$ cat config.mk
export PLATFORM = sky130hd
export DESIGN_NAME = switch_debounce_flat
export DESIGN_NICKNAME = d
export VERILOG_FILES = /design/src/rtl/switch_debounce_if.sv /design/src/rtl/switch_debounce.sv /design/src/flat_wrapper.sv
export SDC_FILE = /design/constraint.sdc
export NUM_CORES = 1
export LEC_CHECK = 0
export ABC_AREA = 0
export CAP_MARGIN = 20
export CORE_MARGIN = 2
export CORE_UTILIZATION = 57
export DETAILED_ROUTE_END_ITERATION = 12
export GPL_TIMING_DRIVEN = 1
export PLACE_DENSITY_LB_ADDON = 0.3
export SYNTH_ARGS = -nofsm -noshare
export SYNTH_HDL_FRONTEND = slang
export SYNTH_SLANG_ARGS = --single-unit
$ cat constraint.sdc
create_clock -name clk -period 2.8 [get_ports clk]
set_input_delay 0.84 -clock clk [delete_from_list [all_inputs] [get_ports clk]]
set_output_delay 0.84 -clock clk [all_outputs]
set_load 0.005 [all_outputs]
$ cat src/rtl/switch_debounce_if.sv
// Switch bundle between the raw board switches, the debouncer and the lamp controller.
// The master side owns the raw switch levels; the slave side is the debouncer.
interface switch_debounce_if;
  logic       S1;
  logic       S2;
  logic       S3;
  logic       S1_db;
  logic       S2_db;
  logic       S3_db;
  logic [2:0] chg;
  logic       press;
  logic       parity;

  modport master (
    output S1, S2, S3,
    input  S1_db, S2_db, S3_db, chg, press, parity
  );

  modport slave (
    input  S1, S2, S3,
    output S1_db, S2_db, S3_db, chg, press, parity
  );
endinterface

$ cat src/rtl/switch_debounce.sv
// Three-channel switch conditioner: 2-flop synchroniser plus a per-channel
// stability counter that accepts a new level after DB_MAX disagreeing samples.
module switch_debounce #(
  parameter int unsigned          DB_W   = 16,
  parameter logic [DB_W-1:0]      DB_MAX = 16'd50000
) (
  input  logic                clk,
  input  logic                rst_n,
  switch_debounce_if.slave    sw
);

  localparam logic [DB_W-1:0] CNT_ZERO = {DB_W{1'b0}};
  localparam logic [DB_W-1:0] CNT_ONE  = {{(DB_W-1){1'b0}}, 1'b1};
  localparam logic [DB_W-1:0] CNT_LAST = DB_MAX - CNT_ONE;

  function automatic logic parity3(input logic [2:0] v);
    return v[0] ^ v[1] ^ v[2];
  endfunction

  logic [2:0]      sync1_q, sync1_d;
  logic [2:0]      sync2_q, sync2_d;
  logic [2:0]      lvl_q,   lvl_d;
  logic [2:0]      chg_q,   chg_d;
  logic            press_q, press_d;
  logic [DB_W-1:0] cnt_q [3];
  logic [DB_W-1:0] cnt_d [3];

  // Next-state: synchroniser shift and per-channel stability filter.
  always_comb begin
    sync1_d = {sw.S3, sw.S2, sw.S1};
    sync2_d = sync1_q;
    lvl_d   = lvl_q;
    chg_d   = 3'b000;
    for (int i = 0; i < 3; i++) begin
      cnt_d[i] = cnt_q[i];
      if (sync2_q[i] == lvl_q[i]) begin
        cnt_d[i] = CNT_ZERO;
      end else if (cnt_q[i] == CNT_LAST) begin
        // Terminal count: the new level has been stable long enough.
        lvl_d[i] = sync2_q[i];
        cnt_d[i] = CNT_ZERO;
        chg_d[i] = 1'b1;
      end else begin
        cnt_d[i] = cnt_q[i] + CNT_ONE;
      end
    end
    press_d = |chg_d;
  end

  // State registers with asynchronous active-low clear.
  always_ff @(posedge clk or negedge rst_n) begin
    if (!rst_n) begin
      sync1_q <= 3'b000;
      sync2_q <= 3'b000;
      lvl_q   <= 3'b000;
      chg_q   <= 3'b000;
      press_q <= 1'b0;
      for (int i = 0; i < 3; i++) begin
        cnt_q[i] <= CNT_ZERO;
      end
    end else begin
      sync1_q <= sync1_d;
      sync2_q <= sync2_d;
      lvl_q   <= lvl_d;
      chg_q   <= chg_d;
      press_q <= press_d;
      for (int i = 0; i < 3; i++) begin
        cnt_q[i] <= cnt_d[i];
      end
    end
  end

  assign sw.S1_db  = lvl_q[0];
  assign sw.S2_db  = lvl_q[1];
  assign sw.S3_db  = lvl_q[2];
  assign sw.chg    = chg_q;
  assign sw.press  = press_q;
  assign sw.parity = parity3(lvl_q);

endmodule

$ cat src/flat_wrapper.sv
// flat-port wrapper written by rule: the top's interface ports become plain ports
module switch_debounce_flat 
#(
  parameter int unsigned          DB_W   = 16,
  parameter logic [DB_W-1:0]      DB_MAX = 16'd50000
)
  (clk, rst_n, sw_S1, sw_S2, sw_S3, sw_S1_db, sw_S2_db, sw_S3_db, sw_chg, sw_press, sw_parity);
  switch_debounce_if sw_i ();
  input  logic clk;
  input  logic rst_n;
  input wire logic [$bits(sw_i.S1)-1:0] sw_S1;
  input wire logic [$bits(sw_i.S2)-1:0] sw_S2;
  input wire logic [$bits(sw_i.S3)-1:0] sw_S3;
  output wire logic [$bits(sw_i.S1_db)-1:0] sw_S1_db;
  output wire logic [$bits(sw_i.S2_db)-1:0] sw_S2_db;
  output wire logic [$bits(sw_i.S3_db)-1:0] sw_S3_db;
  output wire logic [$bits(sw_i.chg)-1:0] sw_chg;
  output wire logic [$bits(sw_i.press)-1:0] sw_press;
  output wire logic [$bits(sw_i.parity)-1:0] sw_parity;
  assign sw_i.S1 = sw_S1;
  assign sw_i.S2 = sw_S2;
  assign sw_i.S3 = sw_S3;
  assign sw_S1_db = sw_i.S1_db;
  assign sw_S2_db = sw_i.S2_db;
  assign sw_S3_db = sw_i.S3_db;
  assign sw_chg = sw_i.chg;
  assign sw_press = sw_i.press;
  assign sw_parity = sw_i.parity;
  switch_debounce #(.DB_W(DB_W), .DB_MAX(DB_MAX)) u_core (.clk(clk), .rst_n(rst_n), .sw(sw_i));
endmodule
==> metrics.txt, run 1 <==
final WL=4772 µm; initial core utilization=58.85%; syn_nets=271; Synth cell types=22; Detailed Route Iter0 Violations=104; Seq pwr share=54.8%; clk root buf=clkbuf_8; largest net degree at the start of global routing=62; Ports=13; post-route minimum period=2.486 ns; die extent in x=73.60 µm; placed instance area=2949 µm²; number of synthesized register bits=61; Leakage Power=0.001272 µW; worst path arrival time=1.65 ns; Final Cycle Share=88.78%; RSZ-0062 raised after global routing=false; Yosys top cell area share=55.28%; maxcap violations=0; crit-path leading delay family=buffers and inverters; relative slew slack=66.51%; internal power=1304 µW; WP buf/inv=1; Setup-failing EPs final=0; cts bufs inserted=9; wire per inst=13.95 µm; post-cts sizing count=0; CP peak stage delay=0.53 ns; Antenna diodes=0; grt ovf=0; Worst setup SP type=register; Final TNS setup=0 ns; Clk pwr share=42.0%; Seq/Total Area, Yosys=55.28%; core area=4692 µm²; number of setup buffers added after CTS=0; status=completed; Pwr per Cell Area=531.4 nW/µm²; Sw Ratio=21.56%; Hold WS=0.3475 ns; vias in the first global route=1760; RD Place Congestion=0.8411; Tot GR Track Use=20.62%; share of layout cells above drive strength 1=6.597%; antenna viol nets, final=0; Design Power=1662 µW; clk_lat worst skew=0.33 ns; Slowest-stage cell, CP=clkdlybuf4s50_1; Peak Freq=0.4023 GHz; clock sink count=61; Clk pin slew, worst setup/hold paths=0.06 ns; Hold Crit Class=reg2reg; Peak supply drop=0.3125 mV; Clock Skews=0.004440 ns; crit path cell chain=xnor2_1, xnor2_1, clkdlybuf4s50_1; CTS Buffer Depth=2; CTS tree=yes; HPWL Detailed=3151 µm; worst-margin pin slew=0.5012 ns; Critical Path Fanout Max=4; Main synth FF type=dfrtp_1; asr flop ratio synth=100.0%; Net Switching=358.2 µW; Pre-Repair DR Iteration Count=4; layout net count=292; initial antenna violation count=0; Commonest cells post-synth=dfrtp_1, nor2_1, xnor2_1; R2R setup slack=0.89 ns; cell taking the most area after synthesis=dfrtp_1; hold-fix buffers at CTS=0; PortBufs=12; Synth area leaders=dfrtp_1, xnor2_1, nor2_1; Area Overhead vs Synth=13.23%; Mapped Area=2761 µm²; Crit path top cell by count=xnor2_1; row count=25; die span in y=73.60 µm; count of flip-flops with a built-in enable after synthesis=0; Comb power frac=3.3%; htree depth=3; final hold viol count=0; crit path capture type=primary output; first-pass GRT wire length=8217 µm; drt drc=0; crit path kind=reg2out; Final Slew Violations=0; yosys synthesis warning count=0; synthesized area per cell=10.50 µm²; critical path required time=1.96 ns; Synth Instances=263; vias=1885; die area=5417 µm²; design area=3127 µm²; most common cell in the netlist=dfrtp_1; drt via density=5.512
per-layer routing:
metal	wire length (µm)	vias to the layer above	track usage, %
met3	228	15	6.584
met1	2289	890	28.86
met2	2129	36	28.77
met4	125	0	10.51
li1	-	944	-
met5	0	-	0
per-stage QoR:
| step | util (%) | cells | worst slack (ns) |
|---|---|---|---|
| final | 66.64 | 342 | 0.3141 |
| after global routing | 66.64 | 342 | 0.2305 |
| after CTS | 66.64 | 342 | 0.3016 |
| after detailed placement | 62.85 | 327 | 0.6856 |
| after global placement | 62.85 | 327 | 0.6887 |
| after floorplan | - | 263 | 1.220 |
layout make-up:
cell class	count	area, µm²
tap	54	67.56
inverter	12	45.04
timing repair buffer	13	135.1
clock buffer	14	172.7
clock inverter	1	5.005
multi-input combinational	187	1175
sequential	61	1526
fill	378	1565
registers in the layout, indices dropped and copies added (netlist names):
register         count
u_core.cnt_q        48
u_core.lvl_q         3
u_core.sw.chg        3
u_core.sync1_q       3
u_core.sync2_q       3
u_core.sw.press      1
cells in the final DEF, fill, tap and decap left out, drive strengths merged, types with 2 or more instances in the layout:
master	instances
dfrtp	61
nor2	53
xnor2	40
clkbuf	14
nand4	13
nand3	12
inv	12
nand2	11
nor4	11
nor3	11
clkdlybuf4s50	11
nor4bb	6
and3	6
xor2	6
or3	4
nor4b	3
mux2	3
ha	3
nor2b	2
buf	2
final timing paths:
path | end | depth (start not counted) | startpoint
max | sw_parity | 3 | u_core.lvl_q[1]
min | u_core.sync2_q[2] | 0 | u_core.sync1_q[2]
max reg2reg | u_core.cnt_q[5] | 5 | u_core.cnt_q[0]
min reg2reg | u_core.sync2_q[2] | 0 | u_core.sync1_q[2]
max in group asynchronous | u_core.cnt_q[25] | 2 | rst_n
min in group asynchronous | u_core.cnt_q[39] | 2 | rst_n
power groups by stage:
stage / Combinational (µW) / Sequential (µW) / Clock [µW]
final: 54.3 / 910 / 697
after global routing: 63.3 / 912 / 760
after CTS: 56.3 / 910 / 715
after detailed placement: 56.4 / 926 / 0
after global placement: 54.5 / 925 / 0
after floorplan: 25.5 / 923 / 0
logic make-up (layout without fill, tap and decap cells):
group	Yosys count	count (layout)	synth area share, %
adders and majority gates	3	3	1.359
muxes	3	3	1.223
AOI/OAI and AO/OA	2	2	0.3621
buffers and inverters	15	40	2.175
DFF	61	61	55.28
xor gates and xnor gates	46	46	14.59
and+or+nand+nor	133	133	25.01
No activity file was read; power rests on OpenSTA's default activity.
==> run 2, diff against run 1 <==
clock period = 3.2 ns   (was 2.8 ns; I/O delays follow)
==> run 2 against run 1 <==
  * Hold slack worse by 0.00079 ns
  * First-iteration DRC count up 3.8%
  * Setup slack better by 0.29 ns
==> metrics.txt, run 2 (same netlist as run 1, synthesis figures left out) <==
Final Cycle Share=81.22%; hold-fix buffers at CTS=0 (unchanged); vias=1867 (-0.95%); Clock Skews=0.006027 ns (+0.001587 ns); HPWL Detailed=3173 µm (+0.69%); Area Overhead vs Synth=13.55%; CP peak stage delay=0.53 ns (about the same); first-pass GRT wire length=8473 µm (+3.1%); Final TNS setup=0 ns (unchanged); drt drc=0 (unchanged); Largest Register=u_core.cnt_q; clock sink count=61 (unchanged); design area=3136 µm² (+0.28%); Crit path top cell by count=xnor2_1; die span in y=73.60 µm (unchanged); crit path cell chain=xnor2_1, xnor2_1, clkdlybuf4s50_1; Comb power frac=2.9% (-0.4 points); die area=5417 µm² (unchanged); slack of the critical path=0.6010 ns (+0.2869 ns); Ports=13 (unchanged); cts bufs inserted=9 (unchanged); Net Switching=307.6 µW (-14%); share of layout cells above drive strength 1=6.620% (+0.023 points); wire per inst=14.08 µm (+0.90%); clk root buf=clkbuf_8; row count=25 (unchanged); worst path arrival time=1.64 ns (about the same); Seq pwr share=52.4% (-2.4 points); maxcap violations=0 (unchanged); Clk pin slew, worst setup/hold paths=0.06 ns (about the same); core area=4692 µm² (unchanged); Hold Crit Class=reg2reg; htree depth=3 (unchanged); Leakage Power=0.001277 µW (+0.35%); crit path kind=reg2out; Antenna diodes=0 (unchanged); Worst setup SP type=register; Sw Ratio=20.21% (-1.3 points); crit path capture type=primary output; Slowest-stage cell, CP=clkdlybuf4s50_1; final hold viol count=0 (unchanged); worst-margin pin slew=0.7539 ns (+0.2527 ns); relative slew slack=49.74% (-17 points); antenna viol nets, final=0 (unchanged); Critical Path Fanout Max=4 (unchanged); RSZ-0062 raised after global routing=false; internal power=1214 µW (-6.8%); Setup WS pre-CTS=0.9463 ns (+0.2606 ns); Pre-Repair DR Iteration Count=4 (unchanged); vias in the first global route=1826 (+3.8%); status=completed; crit-path leading delay family=buffers and inverters; grt ovf=0 (unchanged); max reg flops=48 (unchanged); Detailed Route Iter0 Violations=108 (+3.8%); Final Slew Violations=0 (unchanged); most frequent cells in the layout=dfrtp_1, nor2_1, xnor2_1; Pwr per Cell Area=485.4 nW/µm² (-8.7%); die extent in x=73.60 µm (unchanged); WP buf/inv=1 (unchanged); Tot GR Track Use=20.73% (+0.10 points); largest net degree at the start of global routing=62 (unchanged); number of setup buffers added after CTS=0 (unchanged); Peak supply drop=0.5328 mV (+71%); RD Place Congestion=0.8025 (-4.6%); CTS Buffer Depth=2 (unchanged); post-route minimum period=2.599 ns; Peak Freq=0.3848 GHz; PortBufs=12 (unchanged); clk_lat worst skew=0.33 ns (about the same); Setup-failing EPs final=0 (unchanged); CTS tree=yes; critical path required time=2.24 ns (+0.28 ns); fin cells=341 (-0.29%); initial core utilization=58.85% (unchanged); Hold WS=0.3467 ns (-0.0007930 ns); Clk pwr share=44.7% (+2.7 points); commonest non-fill, non-tap cell in the layout=dfrtp_1; final WL=4801 µm (+0.61%); placed instance area=2937 µm² (-0.42%); placed insts=327 (unchanged); post-cts sizing count=0 (unchanged); drt via density=5.475 (-0.66%); initial antenna violation count=0 (unchanged); layout net count=292 (unchanged)
[run 2: cell types whose count changed in the layout (fill, tap and decap cells not counted)]
cell       change
buf_12         -1
buf_4          +1
bufinv_16      +1
clkbuf_1       -1
clkinv_2       -1
[run 2: worst reg2reg max path: cells and delay by family (launching register included)]
| family | cells | cell delay, ns |
|---|---|---|
| flops | 1 | 0.39 |
| fa+ha+maj | 1 | 0.20 |
| simple gates | 4 | 1.17 |
[run 2: layout make-up]
| cell class | instances | area, µm² |
|---|---|---|
| inverter | 12 | 45.04 |
| clock inverter | 1 | 30.03 |
| multi-input combinational | 187 | 1175 |
| timing repair buffer | 13 | 122.6 |
| tap | 54 | 67.56 |
| clock buffer | 13 | 168.9 |
| fill | 367 | 1556 |
| sequential | 61 | 1526 |
[run 2: metrics by stage]
| step | util, % | power (µW) |
|---|---|---|
| floorplan | - | 830.1 |
| global placement | 62.59 | 855.4 |
| detailed placement | 62.59 | 856.6 |
| CTS | 66.83 | 1543 |
| global route | 66.83 | 1594 |
| finish | 66.83 | 1522 |
[run 2: routing by layer]
metal,track usage [%],vias to the layer above,share of wire (%)
li1,-,940,-
met5,0,-,0
met3,4.938,11,2.7
met1,29.53,890,49
met2,29.76,26,47
met4,10.10,0,2.0
[run 2: final timing paths]
check | from | to | slack, ns | cells past startpoint
min in group asynchronous | rst_n | u_core.cnt_q[37] | 0.77 | 2
max in group asynchronous | rst_n | u_core.cnt_q[16] | 1.91 | 2
max | u_core.lvl_q[1] | sw_parity | 0.60 | 3
min reg2reg | u_core.sync1_q[0] | u_core.sync2_q[0] | 0.35 | 0
max reg2reg | u_core.cnt_q[0] | u_core.cnt_q[8] | 1.31 | 5
min | u_core.sync1_q[0] | u_core.sync2_q[0] | 0.35 | 0
[run 2: power groups by stage]
stage | logic [µW] | clock network [µW] | registers [µW]
3_5_place_dp | 46.2 | 0 | 810
5_1_grt | 52.4 | 744 | 798
4_1_cts | 46.4 | 700 | 797
6_report | 44.3 | 681 | 797
2_1_floorplan | 22.3 | 0 | 808
3_3_place_gp | 45.6 | 0 | 810
